$ cat src/rtl/mips_pkg.sv
// rtl/mips_pkg.sv - shared store-path types: size encodings, byte-enable width, lane entry
//
// Provides the st_size encodings, the data and byte-enable widths, and the
// lane-formatted payload carried by every buffered store.
package mips_pkg;

    localparam int DATA_W = 32;
    localparam int BE_W   = 4;

    typedef enum logic [1:0] {
        SZ_BYTE    = 2'b00,
        SZ_HALF    = 2'b01,
        SZ_WORD    = 2'b10,
        SZ_ILLEGAL = 2'b11
    } st_size_e;

    // Lane-formatted payload; the address is added by the owner because its
    // width is a parameter of the owning block.
    typedef struct packed {
        logic [DATA_W-1:0] wdata;
        logic [BE_W-1:0]   be;
    } lane_t;

endpackage

$ cat src/rtl/store_lane_format.sv
// rtl/store_lane_format.sv - combinational SB/SH/SW lane replication and byte enables
//
// Ports:
//   addr       in  2       low byte-address bits of the store
//   size       in  2       st_size_e encoding
//   data       in  32      register value to store
//   wdata      out 32      data replicated into every lane it may land in
//   be         out 4       byte enables, bit i covers wdata[8i+7:8i]
//   misaligned out 1       store must be rejected (bad alignment or illegal size)
module store_lane_format
    import mips_pkg::*;
(
    input  logic [1:0]        addr,
    input  st_size_e          size,
    input  logic [DATA_W-1:0] data,
    output logic [DATA_W-1:0] wdata,
    output logic [BE_W-1:0]   be,
    output logic              misaligned
);

    always_comb begin
        wdata      = '0;
        be         = '0;
        misaligned = 1'b0;
        unique case (size)
            SZ_BYTE: begin
                wdata = {4{data[7:0]}};
                be    = 4'b0001 << addr;
            end
            SZ_HALF: begin
                wdata      = {2{data[15:0]}};
                be         = addr[1] ? 4'b1100 : 4'b0011;
                misaligned = addr[0];
            end
            SZ_WORD: begin
                wdata      = data;
                be         = 4'b1111;
                misaligned = (addr != 2'b00);
            end
            default: begin
                misaligned = 1'b1;
            end
        endcase
    end

endmodule

$ cat src/rtl/store_data_aligner.sv
// rtl/store_data_aligner.sv - store lane formatter with DEPTH-entry FIFO toward data memory
//
// Ports:
//   clk, rst_n            clock, asynchronous active-low reset
//   st_valid/st_ready     store request handshake
//   st_addr, st_data      byte address and rs2 value
//   st_size               00 byte, 01 half, 10 word, 11 illegal
//   mem_valid/mem_ready   head-entry handshake toward data memory
//   mem_addr              word-aligned address of the head entry
//   mem_wdata, mem_be     lane-formatted data and byte enables of the head entry
//   misalign              one-cycle pulse after a store is rejected
//   count                 number of occupied entries
module store_data_aligner
    import mips_pkg::*;
#(
    parameter int DEPTH  = 4,
    parameter int ADDR_W = 32
) (
    input  logic                      clk,
    input  logic                      rst_n,
    input  logic                      st_valid,
    output logic                      st_ready,
    input  logic [ADDR_W-1:0]         st_addr,
    input  logic [DATA_W-1:0]         st_data,
    input  logic [1:0]                st_size,
    output logic                      mem_valid,
    input  logic                      mem_ready,
    output logic [ADDR_W-1:0]         mem_addr,
    output logic [DATA_W-1:0]         mem_wdata,
    output logic [BE_W-1:0]           mem_be,
    output logic                      misalign,
    output logic [$clog2(DEPTH):0]    count
);

    localparam int PTR_W = $clog2(DEPTH);
    localparam int CNT_W = PTR_W + 1;

    typedef struct packed {
        logic [ADDR_W-1:0] addr;
        lane_t             lane;
    } entry_t;

    entry_t            fifo [DEPTH];
    logic [PTR_W-1:0]  wr_ptr;
    logic [PTR_W-1:0]  rd_ptr;
    logic [CNT_W-1:0]  count_q;
    logic              misalign_q;

    logic [DATA_W-1:0] fmt_wdata;
    logic [BE_W-1:0]   fmt_be;
    logic              fmt_misaligned;
    entry_t            new_entry;
    logic              accept;
    logic              push;
    logic              pop;

    store_lane_format u_fmt (
        .addr       (st_addr[1:0]),
        .size       (st_size_e'(st_size)),
        .data       (st_data),
        .wdata      (fmt_wdata),
        .be         (fmt_be),
        .misaligned (fmt_misaligned)
    );

    // st_ready looks only at count: a pop in the same cycle does not free a
    // slot for the incoming store, so a full buffer never bypasses.
    assign st_ready  = (count_q != CNT_W'(DEPTH));
    assign mem_valid = (count_q != '0);
    assign accept    = st_valid && st_ready;
    assign push      = accept && !fmt_misaligned;
    assign pop       = mem_valid && mem_ready;

    always_comb begin
        new_entry            = '0;
        new_entry.addr       = {st_addr[ADDR_W-1:2], 2'b00};
        new_entry.lane.wdata = fmt_wdata;
        new_entry.lane.be    = fmt_be;
    end

    // Storage is cleared on reset so the mem_* outputs read zero while
    // rst_n is low, with no clock edge needed.
    always_ff @(posedge clk or negedge rst_n) begin
        if (!rst_n) begin
            for (int i = 0; i < DEPTH; i++) begin
                fifo[i] <= '0;
            end
        end else if (push) begin
            fifo[wr_ptr] <= new_entry;
        end
    end

    always_ff @(posedge clk or negedge rst_n) begin
        if (!rst_n) begin
            wr_ptr     <= '0;
            rd_ptr     <= '0;
            count_q    <= '0;
            misalign_q <= 1'b0;
        end else begin
            misalign_q <= accept && fmt_misaligned;
            if (push) begin
                wr_ptr <= wr_ptr + PTR_W'(1);
            end
            if (pop) begin
                rd_ptr <= rd_ptr + PTR_W'(1);
            end
            case ({push, pop})
                2'b10:   count_q <= count_q + CNT_W'(1);
                2'b01:   count_q <= count_q - CNT_W'(1);
                default: count_q <= count_q;
            endcase
        end
    end

    assign mem_addr  = fifo[rd_ptr].addr;
    assign mem_wdata = fifo[rd_ptr].lane.wdata;
    assign mem_be    = fifo[rd_ptr].lane.be;
    assign misalign  = misalign_q;
    assign count     = count_q;

endmodule
$ cat config.mk
export PLATFORM = sky130hd
export DESIGN_NAME = store_data_aligner
export DESIGN_NICKNAME = d
export VERILOG_FILES = /design/src/rtl/mips_pkg.sv /design/src/rtl/store_lane_format.sv /design/src/rtl/store_data_aligner.sv
export SDC_FILE = /design/constraint.sdc
export NUM_CORES = 1
export LEC_CHECK = 0
export ABC_AREA = 1
export CAP_MARGIN = 30
export CELL_PAD_IN_SITES_DETAIL_PLACEMENT = 1
export CELL_PAD_IN_SITES_GLOBAL_PLACEMENT = 1
export CORE_ASPECT_RATIO = 1.75
export CORE_MARGIN = 10
export CORE_UTILIZATION = 42
export DETAILED_ROUTE_END_ITERATION = 7
export HOLD_SLACK_MARGIN = 0.03
export PLACE_DENSITY_LB_ADDON = 0.1
export SLEW_MARGIN = 30
export SYNTH_ARGS = -nofsm -noshare
export SYNTH_HDL_FRONTEND = slang
export SYNTH_HIERARCHICAL = 1
export SYNTH_SLANG_ARGS = --single-unit
$ cat constraint.sdc
create_clock -name clk -period 2.35 [get_ports clk]
set_input_delay 0.47 -clock clk [delete_from_list [all_inputs] [get_ports clk]]
set_output_delay 0.47 -clock clk [all_outputs]
set_load 0.03 [all_outputs]
[Word-level counts from Yosys, hierarchy flattened]
Cells that the tools add are included.
Word-level totals
  input bits: 70
  flip-flop bits (word level): 280
  word-level logic and storage cells: 52
Cells by class
  $add $sub $neg: 4
  equal/unequal tests: 5
  shift-type cells: 1
  bitwise logic cells: 2
  magnitude comparators: 3
  muxes and demuxes: 11
  reductions and logical operators: 10
Operators with widths (number)
  bitwise mux 272 bit: 1
  two-way mux 68 bit: 3
  binary-select mux 68 bit (select 2 bit): 1
  demux 68 bit (select 2 bit): 1
  case mux 32 bit (3 select lines): 1
  case mux 4 bit (3 select lines): 1
  greater-or-equal comparator 3 bit, second input constant: 2
  inverter 2 -> 3 bit: 2
  case mux 3 bit (2 select lines): 1
  logical AND 1 bit: 5
  adder 2 x 1 -> 2 bit, second input constant: 2
  == test 2 x 1 -> 1 bit, second input constant: 2
  == test 2 bit, second input constant: 2
  two-way mux 4 bit: 1
  nonzero test 2 bit: 2
  << shifter 1 x 2 -> 4 bit, first input constant: 1
  adder 3 x 1 -> 3 bit, second input constant: 1
  less-than comparator 3 x 1 -> 1 bit, second input constant: 1
  != test 3 bit, second input constant: 1
  case mux 1 bit (3 select lines): 1
  nonzero test 3 bit: 1
  subtractor 3 x 1 -> 3 bit, second input constant: 1
  zero test 2 bit: 1
  zero test 1 bit: 1

[Logic depth before layout (Yosys ltp)]
  depth after elaboration: 6
  mapped depth: 12
  gate-level depth less buffers: 10

[Cells and area by module]
The synthesis kept the hierarchy.
By module, submodules not included
  store_data_aligner: cells an instance 1600, area an instance 13006.2 sq um, instances 1, sequential area each 6806.5 sq um
  store_lane_format: cells an instance 108, area an instance 493.0 sq um, instances 1, sequential area each 0.0 sq um

[Least setup slack after synthesis]
Ideal clock, no wire load.
  path type: input to register
  start: input port st_size[1]
  end: register count_q[2] (netlist: count[2])
  stages on the path: 12
  path buffers: 2
  data required time: 2.271 ns
  data arrival time: 2.295 ns
  path slack: -0.024 ns
  library setup time: 0.079 ns
  cell sequence: clkbuf_1 o21ai_0 nand2_1 inv_2 buf_2 nand2_1 ha_1 inv_1 fa_1 or2_2 nand2_1 xor2_1
Between the ends
  longest elaborated chain between the ends: 6
  elaborated cells between the ends (all ways): 10
  classes of those cells: eq/ne: 4; mux: 2; reduce/logical: 4
Ends and longest elaborated chain
  from (decl): RTL line store_data_aligner.sv:25  | input logic [1:0] st_size,
  == test 2 bit, or another cell as far along: RTL line store_lane_format.sv:25  | unique case (size)
  case mux 1 bit (3 select lines) *: RTL line store_lane_format.sv:25
  net fmt_misaligned: RTL line store_data_aligner.sv:51  | logic fmt_misaligned;
  zero test 1 bit *: RTL line store_data_aligner.sv:71  | assign push = accept && !fmt_misaligned;
  logical AND 1 bit *: RTL line store_data_aligner.sv:71
  == test 2 x 1 -> 1 bit or == test 2 bit (tied branches): RTL line store_data_aligner.sv:107  | case ({push, pop})
  case mux 3 bit (2 select lines) or nonzero test 2 bit (tied branches)
  to (signal assigned): RTL line store_data_aligner.sv:108  | 2'b10: count_q <= count_q + CNT_W'(1);
  to (signal assigned): RTL line store_data_aligner.sv:109  | 2'b01: count_q <= count_q - CNT_W'(1);
  to (signal assigned): RTL line store_data_aligner.sv:110  | default: count_q <= count_q;
  to (decl): RTL line store_data_aligner.sv:46  | logic [CNT_W-1:0] count_q;
The timed path passes the listed nets; every way through them passes the cells marked *.
A chain may end at the register's enable or synchronous reset.

[Worst setup path in the final report]
  start: register rd_ptr[0]
  end: output port mem_addr[28]
Between the ends
  longest elaborated chain between the ends: 4
Ends and longest elaborated chain
  from (decl): RTL line store_data_aligner.sv:45  | logic [PTR_W-1:0] rd_ptr;
  from (signal assigned): RTL line store_data_aligner.sv:105  | rd_ptr <= rd_ptr + PTR_W'(1);
  inverter 2 -> 3 bit (implied by the code): RTL line store_data_aligner.sv:115  | assign mem_addr = fifo[rd_ptr].addr;
  binary-select mux 68 bit (select 2 bit): RTL line store_data_aligner.sv:115
  two-way mux 68 bit (2 in a row)
  to (decl): RTL line store_data_aligner.sv:28  | output logic [ADDR_W-1:0] mem_addr,
Every way passes these cells. The select of a mux whose other input is x is not followed.

==> summary.txt <==
Status
  – Status: finished with violations
  – Failing checks: negative setup slack

Route
  – Drt total wl: 57400 um
  – Top sig layer: met4
  – Met1 wire length: 22500 um
  – Wire length per cell: 25.8 um
  – Post-detailed-route count of antenna-violating nets: 0
  – Starting DRT DRC Count: 1118
  – Drt first pass iters: 5
  – Met3 Routed Length: 4030 um
  – Via density: 6.28
  – Drt drc: 0
  – Detailed-route via count: 14000
  – Met2 WL: 28600 um

Setup path
  – Critical Path RT: 1.88 ns
  – Critical Path AT: 2.09 ns
  – Endpoint type of the worst setup path: output port
  – Delay of the slowest critical-path stage: 0.57 ns
  – Slowest cell on the critical path: dfrtp_4
  – Delay-heaviest family, CP: flip-flops
  – Bufs and invs on worst path: 3
  – Critical path depth in cells: 5
  – Worst Path Max Fanout: 24
  – Crit path kind: reg -> out
  – Worst setup SP type: flop
  – CP Cell Sequence: inv_12, buf_8, o21ai_0, o22ai_2, buf_12
  – R2R depth: 9

Power
  – Leakage: 8.72 nW
  – Worst vdd ir: 1.02 mV
  – Power Dens Cells: 1770 mW/mm^2

Global route
  – Initial antenna violation count: 0
  – Congestion Overflow GR: 0
  – Gr usage total: 0.252
  – Vias in the first global route: 14300
  – Largest net degree at the start of global routing: 157
  – First-pass GRT wire length: 81900 um

Clocking
  – CTS tree: yes
  – Reg clk slew, reported paths: 0.07 ns
  – CTS sink cnt: 272
  – CTS Buffer Depth: 3
  – Root buf cell: clkbuf_16
  – H-tree levels: 1
  – Clock latency on the worst-skew pair: 0.55 ns
  – CTS buffer count: 27

STA
  – Maximum clock rate: 0.390 GHz
  – Final setup fails: 66
  – Final slew viol count: 0
  – Measured slew at the worst slew-check pin: 0.878 ns
  – Clock Skews: 0.0106 ns
  – Slew headroom: 0.408
  – Period minus WS final: 2.56 ns
  – RSZ-0062 raised after global routing: yes
  – Fin Hold WS: 0.421 ns
  – Fin. Hold Viols: 0
  – Post-route clock period utilization: 1.09
  – Final setup margin: -0.211 ns

Placement
  – Placed cell areas: 0.0158 sq mm
  – Port Buffers: 141
  – DP Wirelength: 28100 um
  – Dpl ws: -0.228 ns
  – Placed Cells: 2148
  – Placer Congestion: 0.797

Cells and area
  – Synth-to-Final Area Change: 33.9%
  – Final #Nets: 1891
  – End-of-flow core utilization: 0.571
  – Design Area, Final: 0.0181 sq mm
  – Antenna cells: 0
  – Share of cells above drive strength 1: 0.180
  – Non-Filler Instances: 2228

Logic synthesis
  – Synth Register Bits: 272
  – Most common cell in the netlist: nand2_1
  – Share of the synthesized area in the top cell type: 0.504
  – Post-synthesis sequential area ratio: 0.504
  – Post-synth top cells: nand2_1, dfrtp_1, nand4_1
  – Synthesized area per cell: 7.90 sq um
  – Syn. warnings: 6
  – FFs w/ async S/R, synth: 1.00
  – Largest area contributor in the netlist: dfrtp_1
  – Post-synth EDFFs: 0
  – Mapped Area: 0.0135 sq mm
  – Syn Inst Count: 1708
  – Main flop type after synthesis: dfrtp_1
  – Area contributors post-synth: dfrtp_1, nand2_1, nand4_1
  – Library cells used by synthesis: 25

Floorplanning
  – Top Ports: 144
  – Std-Cell Core Area: 0.0316 sq mm
  – Initial core utilization: 0.427
  – Die area: 0.0400 sq mm
  – Die width: 156 um
  – Die Y: 257 um
  – Row cnt: 86

Worst hold path
  – Worst hold path type: in -> async

Job
  – Max cap viols: 0
through the flow:
stage / TNS [ns] / total power, mW
2_1_floorplan: 0 / 16.0
3_3_place_gp: -5.15 / 23.3
3_5_place_dp: -12.34 / 23.6
4_1_cts: -6.49 / 29.1
5_1_grt: -12.08 / 33.4
6_report: -9.93 / 31.9
worst register-to-register path: cells and delay by family, from the launching register on:
| kind | cells | cell delay (ns) |
|---|---|---|
| simple gates | 4 | 0.72 |
| fa+ha+maj | 2 | 0.52 |
| flops | 1 | 0.45 |
| xor+xnor | 1 | 0.13 |
| compound gates | 1 | 0.09 |
| buf+inv | 1 | 0.07 |
metal layers:
| layer | global-route usage | vias up |
|---|---|---|
| met5 | 0 | - |
| met4 | 0.0715 | 0 |
| met3 | 0.0377 | 139 |
| met2 | 0.429 | 603 |
| met1 | 0.322 | 7162 |
| li1 | - | 6094 |
area by class of cell:
cell class | count | area [sq um]
Inverter | 23 | 106
Fill cell | 3628 | 13600
Clock buffer | 40 | 815
Sequential cell | 272 | 6810
Timing Repair Buffer | 243 | 3320
Multi-Input combinational cell | 1248 | 6500
Tap cell | 396 | 495
Clock inverter | 6 | 30.0
repair_timing:
| action | 4_1_cts | 5_1_grt |
|---|---|---|
| pin swaps | 9 | 40 |
| setup endpoints to repair | 68 | 66 |
| endpoints found under the hold margin | 45 | 0 |
| buffers inserted | 4 | 12 |
| hold buffers | 1 | 0 |
| cloned | 6 | 18 |
| gates resized for setup | 70 | 182 |
where the power goes:
group          switching [mW]  internal [mW]
Clock                    1.92           2.38
Combinational            11.1           8.16
Sequential               1.45           6.87
Total                    14.5           17.4
flip-flops by register name, indices dropped and copies added, names as in the netlist:
signal	flops
count	3
fifo	264
misalign	1
rd_ptr	2
wr_ptr	2
placed cells by master, fill, tap and decap left out, types with 39 or more instances in the layout:
master,Yosys,final
o21ai_1,7,65
o22ai_2,0,39
dfrtp_1,272,270
o21ai_0,140,55
nand2_1,557,557
nor2_1,144,114
nand4_1,268,268
clkdlybuf4s50_1,0,72
nand3_1,49,49
buf_4,19,60
buf_12,0,66
clkbuf_16,0,39
final timing paths:
kind / startpoint / to / slack, ns
setup / recovery: rd_ptr[0]$_DFFE_PN0P_ / mem_addr[28] / -0.21
hold / removal: rst_n / fifo[248]$_DFFE_PN0P_ / 0.42
setup reg to reg: count[1]$_DFFE_PN0P_ / count[2]$_DFFE_PN0P_ / 0.30
hold reg to reg: fifo[174]$_DFFE_PN0P_ / fifo[174]$_DFFE_PN0P_ / 0.48
max in group asynchronous: rst_n / fifo[219]$_DFFE_PN0P_ / 1.19
min in group clk: fifo[174]$_DFFE_PN0P_ / fifo[174]$_DFFE_PN0P_ / 0.48
cell families (layout without fill, tap and decap cells):
| logic type | count (synthesis) | count (layout) | share of synthesized area |
|---|---|---|---|
| flip-flops | 272 | 272 | 0.504 |
| XOR/XNOR | 3 | 3 | 0.00195 |
| AND/OR/NAND/NOR | 1022 | 1022 | 0.339 |
| AO/OA/AOI/OAI | 215 | 215 | 0.0861 |
| other | 1 | 2 | 0.000278 |
| buffers and inverters | 189 | 312 | 0.0622 |
| adder cells (fa/ha/maj) | 6 | 6 | 0.00612 |
No activity file was read; power rests on OpenSTA's default activity.
